$ cat src/rtl/fib_seq.sv
// rtl/fib_seq.sv - Fibonacci / Lucas sequence term generator with req/ack handshake
//
// Computes S(n) of the Fibonacci (mode=0: S0=0, S1=1) or Lucas (mode=1: S0=2, S1=1)
// sequence by iterating a <= b, b <= a + b once per clock, modulo 2^N_OUT, and
// reports whether the true term exceeds the result width.
//
// Optional feature macro: FIB_SEQ_STREAM_EN
//   defined   : every CALC cycle presents term_valid=1, term=S(k), k = 0..n in order.
//   undefined : term_valid and term are constant 0 and no streaming logic is built.
//
// Ports:
//   clk        in   1      clock, all state on rising edge
//   rst_n      in   1      asynchronous active-low reset
//   req        in   1      request level, four-phase handshake with ack
//   n          in   N_IN   term index, sampled on accept
//   mode       in   1      0 = Fibonacci, 1 = Lucas, sampled on accept
//   ack        out  1      result valid, held until req is seen low
//   result     out  N_OUT  S(n) mod 2^N_OUT
//   ovf        out  1      S(n) >= 2^N_OUT
//   busy       out  1      high while computing or holding a result
//   term_valid out  1      streaming strobe
//   term       out  N_OUT  streaming term value
module fib_seq #(
  parameter int N_IN  = 7,
  parameter int N_OUT = 64
) (
  input  logic             clk,
  input  logic             rst_n,
  input  logic             req,
  input  logic [N_IN-1:0]  n,
  input  logic             mode,
  output logic             ack,
  output logic [N_OUT-1:0] result,
  output logic             ovf,
  output logic             busy,
  output logic             term_valid,
  output logic [N_OUT-1:0] term
);

  typedef enum logic [1:0] {
    IDLE = 2'd0,
    CALC = 2'd1,
    DONE = 2'd2
  } state_t;

  localparam logic [N_OUT-1:0] FIB_S0 = '0;
  localparam logic [N_OUT-1:0] LUC_S0 = N_OUT'(2);
  localparam logic [N_OUT-1:0] SEQ_S1 = N_OUT'(1);

  state_t           state, state_nx;
  logic [N_IN-1:0]  cnt, cnt_nx;
  logic [N_OUT-1:0] a, a_nx;
  logic [N_OUT-1:0] b, b_nx;
  // a_ovf / b_ovf record whether the true (unwrapped) value of a / b has
  // reached 2^N_OUT. They are tracked per register so that ovf reflects only
  // the delivered term a, even when the look-ahead term b has already wrapped.
  logic             a_ovf, a_ovf_nx;
  logic             b_ovf, b_ovf_nx;
  logic [N_OUT-1:0] result_nx;
  logic             ovf_nx;
  logic             ack_nx;
  logic [N_OUT:0]   sum;

  assign sum = {1'b0, a} + {1'b0, b};

  always_comb begin
    state_nx  = state;
    cnt_nx    = cnt;
    a_nx      = a;
    b_nx      = b;
    a_ovf_nx  = a_ovf;
    b_ovf_nx  = b_ovf;
    result_nx = result;
    ovf_nx    = ovf;
    ack_nx    = ack;

    case (state)
      IDLE: begin
        if (req) begin
          state_nx = CALC;
          cnt_nx   = n;
          a_nx     = mode ? LUC_S0 : FIB_S0;
          b_nx     = SEQ_S1;
          a_ovf_nx = 1'b0;
          b_ovf_nx = 1'b0;
        end
      end

      CALC: begin
        if (!req) begin
          // Abort: drop the computation, leave the last result untouched.
          state_nx = IDLE;
        end else if (cnt != '0) begin
          cnt_nx   = cnt - N_IN'(1);
          a_nx     = b;
          b_nx     = sum[N_OUT-1:0];
          a_ovf_nx = b_ovf;
          // Once either addend has wrapped, every later term is larger still.
          b_ovf_nx = sum[N_OUT] | a_ovf | b_ovf;
        end else begin
          state_nx  = DONE;
          result_nx = a;
          ovf_nx    = a_ovf;
          ack_nx    = 1'b1;
        end
      end

      DONE: begin
        // Leaving DONE requires req low, so a held req cannot re-trigger in IDLE.
        if (!req) begin
          state_nx = IDLE;
          ack_nx   = 1'b0;
        end
      end

      default: begin
        state_nx = IDLE;
        ack_nx   = 1'b0;
      end
    endcase
  end

  always_ff @(posedge clk or negedge rst_n) begin
    if (!rst_n) begin
      state  <= IDLE;
      cnt    <= '0;
      a      <= '0;
      b      <= '0;
      a_ovf  <= 1'b0;
      b_ovf  <= 1'b0;
      result <= '0;
      ovf    <= 1'b0;
      ack    <= 1'b0;
      busy   <= 1'b0;
    end else begin
      state  <= state_nx;
      cnt    <= cnt_nx;
      a      <= a_nx;
      b      <= b_nx;
      a_ovf  <= a_ovf_nx;
      b_ovf  <= b_ovf_nx;
      result <= result_nx;
      ovf    <= ovf_nx;
      ack    <= ack_nx;
      busy   <= (state_nx != IDLE);
    end
  end

`ifdef FIB_SEQ_STREAM_EN
  // Registered from next-state values so that term_valid is exactly
  // (state == CALC) and term is exactly a during every CALC cycle.
  always_ff @(posedge clk or negedge rst_n) begin
    if (!rst_n) begin
      term_valid <= 1'b0;
      term       <= '0;
    end else begin
      term_valid <= (state_nx == CALC);
      if (state_nx == CALC) begin
        term <= a_nx;
      end
    end
  end
`else
  assign term_valid = 1'b0;
  assign term       = '0;
`endif

endmodule

$ cat config.mk
export PLATFORM = sky130hd
export DESIGN_NAME = fib_seq
export DESIGN_NICKNAME = d
export VERILOG_FILES = /design/src/rtl/fib_seq.sv
export SDC_FILE = /design/constraint.sdc
export NUM_CORES = 1
export LEC_CHECK = 0
export CORE_AREA = 10 10 163 202
export CTS_CLUSTER_DIAMETER = 200
export DETAILED_ROUTE_END_ITERATION = 10
export DIE_AREA = 0 0 173 212
export PLACE_DENSITY = 0.62
export SLEW_MARGIN = 40
export SYNTH_ARGS = -nofsm -noshare
export SYNTH_HDL_FRONTEND = slang
export SYNTH_SLANG_ARGS = --single-unit
$ cat constraint.sdc
create_clock -name clk -period 8.4 [get_ports clk]
set_input_delay 2.1 -clock clk [delete_from_list [all_inputs] [get_ports clk]]
set_output_delay 2.1 -clock clk [all_outputs]
set_load 0.02 [all_outputs]
==> key figures, run 1 <==
Layout
  • Commonest non-fill, non-tap cells in the layout: dfrtp_1 (206), nand2_1 (113), a21oi_1 (93)
  • Final #Nets: 1333
  • Layout cells sized above 1: 0.105
  • Area Growth Syn to Fin: 14.1%
  • Commonest non-fill, non-tap cell in the layout: dfrtp_1
  • Multi-input logic area: 6290 um2
  • Antenna diode count: 0
  • Register area: 5150 um2
  • # fillers: 2828

Power
  • Power per cell area: 163 nW/um2
  • LEAKAGE: 6.45 nW
  • Worst VDD drop: 0.000142 V

Global route
  • Vias in the first global route: 9376
  • Global-route wire length before repair: 47.8 mm
  • GRT overflow: 0
  • Largest net degree at the start of global routing: 124
  • Initial antenna violation count: 0
  • Total global routing track utilization: 0.153

Synth
  • Syn avg cell area: 9.96 um2
  • Synthesized cell area: 12000 um2
  • Most used DFF post-synth: dfrtp_1
  • Yosys cell types: 77
  • Post-synth EDFFs: 0
  • Register bit count reported by yosys: 206
  • Ys Warns: 0
  • Asr flop ratio synth: 1.00
  • Syn Inst Count: 1202
  • Sequential share of the synthesized area: 0.430

Outcome
  • Status: complete, no violations

Worst setup path
  • Worst Path Required: 8860 ps
  • CP Data Arrival Time: 5190 ps
  • FF-to-FF Start: a[0]$_DFFE_PN0P_
  • CP Capture Type: flop
  • Worst Setup SP: req
  • Worst Path Max Fanout: 50
  • Crit start category: input port
  • Crit Path Class: in2reg

Floorplanning
  • Die X: 173 um
  • Die area: 36700 um2
  • Rows: 70
  • Die H: 212 um
  • Io pins: 143
  • Initial Utilization: 0.412
  • Total core area: 29100 um2

Timing
  • Fin. Hold Viols: 0
  • Final setup fails: 0
  • Worst Max-Slew Pin Slew: 781 ps
  • Fmax: 212 MHz
  • Fin. max-slew vios: 0
  • Worst slew margin: 0.479
  • Min cycle time layout: 4720 ps
  • Worst setup margin: 3680 ps
  • Period Utilization, post-route: 0.562
  • RSZ-0062 raised after global routing: false
  • Setup_tns: 0 ps
  • Worst clock skew: 27.2 ps

Min path
  • Worst min path class: reg2reg
  • Min-Delay Startpoint: result[50]$_DFFE_PN0P_

Detailed routing
  • First DRT Iteration DRCs: 595
  • Vias per Instance: 5.37
  • Vias: 8960
  • DRT Pass-1 Iters: 5
  • ANT nets after route: 0
  • # DRC: 0
  • Post-Route WL: 28.6 mm
  • WL/cell: 17.1 um

CTS
  • H-tree Lvls: 1
  • Setup Fix Bufs, Post-CTS: 0
  • Hold_buf cts: 0
  • Max clock buf depth: 3
  • Root Driver: clkbuf_16
  • Resized cells post-CTS: 0
  • Clock sinks: 206
  • CTS clock-pin slew for the worst setup and hold paths: 60 ps
  • CTS tree: yes
  • Worst-Skew Late Latency: 530 ps
  • CTS buffer count: 23

Placement
  • Routability cong.: 0.911
  • I/O Buffers: 77
  • Pre-CTS setup slack: 2800 ps
  • Detailed Place HPWL: 20.8 mm

Job
  • Max-Cap Viols: 0
-- worst max-delay path, cell delays in order --
cell and delay, ps:
clkdlybuf4s50_1 510, nor2b_2 500, nand2_1 260, nor2_4 630
buf_4 630, and3_1 250, mux2i_1 60, o41ai_1 70
a221o_1 160
-- area by class of cell --
cell class / count / share of cell area
tap: 396 / 0.0363
timing repair buffer: 82 / 0.0616
multi-input combinational: 913 / 0.460
sequential: 206 / 0.377
clock inverter: 9 / 0.00833
clock buffer: 33 / 0.0485
inverter: 30 / 0.00824
-- Yosys cell counts (all sizes together), types with 4 or more instances --
library cell | n | area (um2)
nor4 | 4 | 31.3
a211o | 4 | 35.0
a22o | 70 | 613
nor2 | 56 | 210
nand2b | 8 | 50.1
a211oi | 9 | 67.6
xor2 | 21 | 184
buf | 82 | 564
o21a | 4 | 30.0
xnor2 | 26 | 228
nand3 | 16 | 85.1
o211ai | 4 | 30.0
o21bai | 19 | 150
nor3 | 17 | 90.1
a21o | 36 | 270
o21ai | 98 | 502
clkbuf | 35 | 134
ha | 65 | 813
or3 | 5 | 32.5
o22ai | 5 | 31.3
nand2 | 114 | 428
a221o | 5 | 50.1
dfrtp | 206 | 5150
a31oi | 4 | 40.0
or4 | 5 | 37.5
inv | 30 | 113
o31ai | 7 | 52.6
a21oi | 93 | 465
mux2 | 65 | 732
and3 | 9 | 61.3
a22oi | 4 | 30.0
a32o | 6 | 60.1
nand4 | 20 | 125
-- logic make-up after synthesis --
logic type / share of synthesized area
AO/OA/AOI/OAI: 0.228
AND/OR/NAND/NOR: 0.106
flip-flops: 0.430
buffers and inverters: 0.0677
multiplexers: 0.0636
adder cells (fa/ha/maj): 0.0696
XOR/XNOR: 0.0344
other: 0.000313
-- registers in the layout (all words and copies together), names as in the netlist --
register,flops
busy,1
b_ovf,1
ack,1
b,64
a,64
ovf,1
a_ovf,1
cnt,7
result,64
state,2
-- stage by stage --
stage | cell area (um2) | total power, mW | utilization | hold WS (ps) | cells
after floorplan | 12200 | 1.18 | - | 470 | 1266
after global placement | 12800 | 1.21 | 0.442 | 486 | 1626
after detailed placement | 12900 | 1.22 | 0.443 | 493 | 1627
after CTS | 13700 | 2.26 | 0.470 | 505 | 1669
after global routing | 13700 | 2.32 | 0.470 | 518 | 1669
final | 13700 | 2.23 | 0.470 | 501 | 1669
-- where the power goes --
part	switching, mW	internal, mW
Combinational	0.115	0.0489
Sequential	0.0232	1.01
Clock	0.418	0.614
-- path summary, 6_finish.rpt --
path / to / slack (ps) / cells past startpoint
worst min register to register: result[50]$_DFFE_PN0P_ / 500 / 1
max in group asynchronous: a[34]$_DFFE_PN0P_ / 5610 / 2
worst min-delay path: result[50]$_DFFE_PN0P_ / 500 / 1
min in group asynchronous: result[3]$_DFFE_PN0P_ / 1540 / 1
worst max register to register: b[48]$_DFFE_PN0P_ / 4830 / 11
worst max-delay path: b[62]$_DFFE_PN0P_ / 3680 / 9
-- routing by layer --
layer | vias up | track usage | share of wire
met2 | 165 | 0.281 | 0.51
li1 | 4404 | - | -
met3 | 42 | 0.0236 | 0.040
met5 | - | 0 | 0
met1 | 4349 | 0.183 | 0.43
met4 | 0 | 0.0387 | 0.019
Note: power is estimated with default switching activity, not from simulation.
==> run 2: changes to the inputs <==
--- a/config.mk
+++ b/config.mk
@@ -9,7 +9,7 @@
 export CTS_CLUSTER_DIAMETER = 200
 export DETAILED_ROUTE_END_ITERATION = 10
 export DIE_AREA = 0 0 173 212
-export PLACE_DENSITY = 0.62
+export PLACE_DENSITY = 0.65
 export SLEW_MARGIN = 40
 export SYNTH_ARGS = -nofsm -noshare
 export SYNTH_HDL_FRONTEND = slang
==> constraint.sdc (replaced) <==
create_clock -name clk -period 3.95 [get_ports clk]
set_input_delay 0.9875 -clock clk [delete_from_list [all_inputs] [get_ports clk]]
set_output_delay 0.9875 -clock clk [all_outputs]
set_load 0.02 [all_outputs]
==> run 2 against run 1 <==
  * Non-clock buffer count is 9 higher
  * Clock-buffer cell count down 5
  * Combinational power grew 130%
  * Utilization grew 0.31 points
  * Highest routed layer unchanged
  * Critical endpoint is now b[60]$_DFFE_PN0P_
  * Global-route usage is 0.12 points higher
  * Largest power group unchanged
  * Power up 110%
  * Critical path type is now reg2reg
  * Flip-flop and latch count stayed put
  * Die area is the same
==> key figures, run 2 (same netlist as run 1, synthesis figures left out) <==
Timing
  • Worst slew margin: 0.566
  • Fin. Hold Viols: 0
  • Worst Max-Slew Pin Slew: 652 ps
  • Fmax: 307 MHz
  • Period Utilization, post-route: 0.826
  • Hold Slack: 350 ps
  • Min cycle time layout: 3260 ps
  • Final setup fails: 0
  • Worst clock skew: 8.91 ps
  • Fin. max-slew vios: 0
  • Setup_tns: 0 ps
  • RSZ-0062 raised after global routing: false

CTS
  • Root Driver: clkbuf_16
  • Clock sinks: 206
  • Max clock buf depth: 3
  • CTS tree: yes
  • CTS buffer count: 22
  • H-tree Lvls: 1
  • Setup Fix Bufs, Post-CTS: 0
  • Hold_buf cts: 0
  • Resized cells post-CTS: 0
  • CTS clock-pin slew for the worst setup and hold paths: 60 ps
  • Worst-Skew Late Latency: 510 ps

Floorplanning
  • Initial Utilization: 0.412
  • Die X: 173 um
  • Rows: 70
  • Io pins: 143
  • Die H: 212 um
  • Total core area: 29100 um2
  • Die area: 36700 um2

Layout
  • # fillers: 2786
  • Commonest non-fill, non-tap cell in the layout: dfrtp_1
  • Post-Layout Cell Count: 1674
  • Layout cells sized above 1: 0.111
  • Top flop regs: a (64), b (64), result (64)
  • Final #Nets: 1341
  • Commonest non-fill, non-tap cells in the layout: dfrtp_1 (206), nand2_1 (112), a21oi_1 (93)
  • Cell area after layout: 13800 um2
  • Antenna diode count: 0
  • Area Growth Syn to Fin: 14.9%

Worst setup path
  • CP cell instances: ha_1 > fa_1 > a211oi_1 > o21bai_1 > a31o_2 > a21oi_1 > o21bai_2 > a211o_1 > nand3_1 > mux2i_1 > nand2_1
  • Slowest cell on crit path: fa_1
  • CP Data Arrival Time: 3660 ps
  • Worst Setup SP: a[0]$_DFFE_PN0P_
  • FF-to-FF Start: a[0]$_DFFE_PN0P_
  • CP top delay family: compound AO/OA/AOI/OAI gates
  • Crit Path Class: reg2reg
  • CP bufs+invs: 0
  • Crit path largest cell delay: 430 ps
  • Worst Path Max Fanout: 4
  • Worst Path Required: 4350 ps
  • CP Capture Type: flop
  • Crit start category: flop

Global route
  • GRT overflow: 0
  • Global-route wire length before repair: 48.4 mm
  • Largest net degree at the start of global routing: 97
  • Vias in the first global route: 9521
  • Total global routing track utilization: 0.154
  • Initial antenna violation count: 0

Detailed routing
  • ANT nets after route: 0
  • First DRT Iteration DRCs: 531
  • WL/cell: 17.1 um
  • DRT Pass-1 Iters: 7
  • Vias per Instance: 5.40
  • # DRC: 0
  • Vias: 9038
  • Post-Route WL: 28.7 mm

Placement
  • Dpl cell area: 13000 um2
  • Placed insts: 1635
  • Routability cong.: 0.900
  • Detailed Place HPWL: 21.2 mm
  • I/O Buffers: 77

Power
  • Internal power: 3.54 mW
  • LEAKAGE: 6.50 nW
  • Combinational share of power: 0.078
  • Worst VDD drop: 0.000264 V
  • Sequential power share: 0.466
  • Clock Power Share: 0.456
  • P_sw: 1.19 mW
  • Power per cell area: 344 nW/um2
  • Switch share: 0.251

Job
  • Max-Cap Viols: 0

Min path
  • Worst min path class: in2async

Outcome
  • Status: complete, no violations
==> run 2: changes by cell type in the layout (fill, tap and decap cells not counted), moves of 2 or more <==
cell / before / now
buf_12: 1 / 5
buf_4: 3 / 8
clkbuf_1: 5 / 1
clkbuf_8: 6 / 4
==> run 2: per-layer routing <==
layer | track usage | vias up | share of wire
met4 | 0.0471 | 0 | 0.023
li1 | - | 4403 | -
met2 | 0.277 | 203 | 0.49
met5 | 0 | - | 0
met1 | 0.187 | 4390 | 0.44
met3 | 0.0236 | 42 | 0.043
==> run 2: worst paths after layout <==
kind | endpoint | slack [ps] | cells after the start
max | b[60]$_DFFE_PN0P_ | 690 | 11
min | cnt[2]$_DFFE_PN0P_ | 350 | 1
max reg2reg | b[60]$_DFFE_PN0P_ | 690 | 11
min reg2reg | result[18]$_DFFE_PN0P_ | 500 | 1
max in group asynchronous | a[54]$_DFFE_PN0P_ | 2710 | 3
min in group clk | result[18]$_DFFE_PN0P_ | 500 | 1
==> run 2: power groups by stage <==
stage | sequential [mW] | clock, mW | combinational (mW)
floorplan | 2.23 | 0 | 0.292
global placement | 2.24 | 0 | 0.362
detailed placement | 2.24 | 0 | 0.366
CTS | 2.20 | 2.22 | 0.368
global route | 2.21 | 2.30 | 0.419
finish | 2.20 | 2.16 | 0.370
==> run 2: layout make-up <==
type	instances	area (um2)	area share
Multi-Input combinational cell	913	6280	0.456
Sequential cell	206	5150	0.375
Timing Repair Buffer	91	963	0.0700
Clock buffer	28	634	0.0461
Tap cell	396	495	0.0360
Clock inverter	10	119	0.00864
Inverter	30	113	0.00818
==> run 2: stage by stage <==
step,util,total power [mW],setup WS (ps)
detailed placement,0.446,2.61,634
global placement,0.446,2.60,727
floorplan,-,2.52,1100
global route,0.473,4.92,471
finish,0.473,4.73,688
CTS,0.472,4.79,693
==> run 3: changes to the inputs <==
==> constraint.sdc (replaced) <==
create_clock -name clk -period 2.65 [get_ports clk]
set_input_delay 0.6625 -clock clk [delete_from_list [all_inputs] [get_ports clk]]
set_output_delay 0.6625 -clock clk [all_outputs]
set_load 0.02 [all_outputs]
==> run 3 against run 2 <==
  * Sequential power is 49% higher
  * Fmax rose by 13%
  * The flow now finishes with violations (negative setup slack)
  * Largest cell class unchanged
  * Critical path type unchanged
  * Critical endpoint is now b[54]$_DFFE_PN0P_
  * Die area did not move
  * Largest power group is now clock
==> key figures, run 3 (same netlist as run 1, synthesis figures left out) <==
Floorplanning
  • Io pins: 143
  • Initial Utilization: 0.412
  • Die H: 212 um
  • Total core area: 29100 um2
  • Rows: 70
  • Die area: 36700 um2
  • Die X: 173 um

Worst setup path
  • Worst Path Required: 3050 ps
  • CP top delay family: compound AO/OA/AOI/OAI gates
  • Crit path largest cell delay: 410 ps
  • Worst reg2reg path endpoint: b[54]$_DFFE_PN0P_
  • FF-to-FF Start: a[24]$_DFFE_PN0P_
  • CP Capture Type: flop
  • CP Data Arrival Time: 3300 ps
  • Slowest cell on crit path: a221oi_2
  • CP bufs+invs: 2
  • Register-to-Register Setup Slack: -240 ps
  • Worst Path Max Fanout: 5
  • Reg2reg path depth: 12
  • CP cell instances: ha_1 > buf_4 > nand2_1 > o21ai_0 > a221oi_2 > o31ai_1 > a211o_1 > o211ai_1 > buf_4 > o31a_1 > xor2_1 > o21ai_1
  • Top cell by count, worst path: buf_4
  • Crit start category: flop
  • Crit Path Class: reg2reg

Timing
  • Setup_tns: -2930 ps
  • Worst setup margin: -244 ps
  • Worst clock skew: 27.4 ps
  • Worst slew margin: 0.597
  • Fmax: 345 MHz
  • Fin. Hold Viols: 0
  • Period Utilization, post-route: 1.09
  • Final setup fails: 27
  • Hold Slack: 154 ps
  • Fin. max-slew vios: 0
  • Min cycle time layout: 2890 ps
  • RSZ-0062 raised after global routing: true
  • Worst Max-Slew Pin Slew: 605 ps

Outcome
  • Failing checks: negative setup slack
  • Status: complete, but fails checks

Power
  • Power per cell area: 439 nW/um2
  • LEAKAGE: 8.14 nW
  • Worst VDD drop: 0.000318 V
  • PnR Total Power: 7.51 mW

CTS
  • CTS tree: yes
  • CTS buffer count: 22
  • H-tree Lvls: 1
  • Worst-Skew Late Latency: 530 ps
  • Root Driver: clkbuf_16
  • Max clock buf depth: 3
  • CTS clock-pin slew for the worst setup and hold paths: 60 ps
  • Clock sinks: 206

Layout
  • Commonest non-fill, non-tap cells in the layout: buf_4 (265), dfrtp_1 (206), nand2_1 (103)
  • Top flop regs: a (64), b (64), result (64)
  • # fillers: 2470
  • Area Growth Syn to Fin: 42.8%
  • Antenna diode count: 0
  • Layout cells sized above 1: 0.350
  • Commonest non-fill, non-tap cell in the layout: buf_4
  • Final #Nets: 1628

Detailed routing
  • DRT Pass-1 Iters: 5
  • # DRC: 0
  • First DRT Iteration DRCs: 618
  • Vias: 10487
  • ANT nets after route: 0
  • WL/cell: 17.1 um
  • Vias per Instance: 5.34
  • Post-Route WL: 33.5 mm

Global route
  • Total global routing track utilization: 0.173
  • Initial antenna violation count: 0
  • Global-route wire length before repair: 53.8 mm
  • Largest net degree at the start of global routing: 68
  • Vias in the first global route: 10997
  • GRT overflow: 0

Job
  • Max-Cap Viols: 0

Min path
  • Worst min path class: in2async

Placement
  • Routability cong.: 0.944
  • Detailed Place HPWL: 24.1 mm
  • I/O Buffers: 77
## run 3: how the worst max path moves through the flow
stage / startpoint / to / slack [ps] / cells past startpoint
floorplan: a[0]$_DFFE_PN0P_ / b[62]$_DFFE_PN0P_ / 4 / 11
global placement: a[14]$_DFFE_PN0P_ / b[31]$_DFFE_PN0P_ / -320 / 12
detailed placement: a[0]$_DFFE_PN0P_ / b[62]$_DFFE_PN0P_ / -370 / 11
CTS: a[0]$_DFFE_PN0P_ / b[54]$_DFFE_PN0P_ / -270 / 12
global route: a[24]$_DFFE_PN0P_ / b[58]$_DFFE_PN0P_ / -370 / 12
finish: a[24]$_DFFE_PN0P_ / b[54]$_DFFE_PN0P_ / -240 / 12
## run 3: cell type report
cell class / count / area [um2] / area share
sequential: 206 / 5150 / 0.301
timing repair buffer: 378 / 3270 / 0.191
clock inverter: 12 / 186 / 0.0109
multi-input combinational: 913 / 7270 / 0.425
clock buffer: 28 / 603 / 0.0353
inverter: 30 / 113 / 0.00659
tap: 396 / 495 / 0.0290
## run 3: timing repair
item                                    CTS  global route
hold buffers                              0             0
gates resized for setup                 114            94
endpoints found under the setup margin   38            59
buffers inserted                         30            19
pin swaps                                76            67
## run 3: layer usage
layer | global-route usage | up-vias | part of all wire
met5 | 0 | - | 0
met4 | 0.0566 | 0 | 0.028
met3 | 0.0245 | 71 | 0.042
met2 | 0.325 | 253 | 0.52
met1 | 0.198 | 5175 | 0.41
li1 | - | 4988 | -
## run 3: report_power, final
part / internal, mW / switching, mW / leakage, nW / total (mW)
Sequential: 3.21 / 0.0623 / 2.84 / 3.27
Combinational: 0.403 / 0.502 / 4.91 / 0.905
Clock: 2.02 / 1.32 / 0.388 / 3.34
## run 3: stage by stage
stage	instances	area (um2)	setup slack (ps)	utilization
after global routing	1963	17100	-371	0.588
after floorplan	1266	12300	3.70	-
after CTS	1949	16600	-266	0.570
after global placement	1880	14900	-318	0.514
after detailed placement	1880	14900	-374	0.514
final	1963	17100	-244	0.588
## run 3: worst reg2reg max path: cells and delay by family (launching register included)
| kind | cells | cell delay [ps] |
|---|---|---|
| xor gates and xnor gates | 1 | 170 |
| DFF | 1 | 380 |
| and+or+nand+nor | 1 | 70 |
| buffers and inverters | 2 | 320 |
| AOI/OAI and AO/OA | 7 | 1490 |
| adders and majority gates | 1 | 370 |
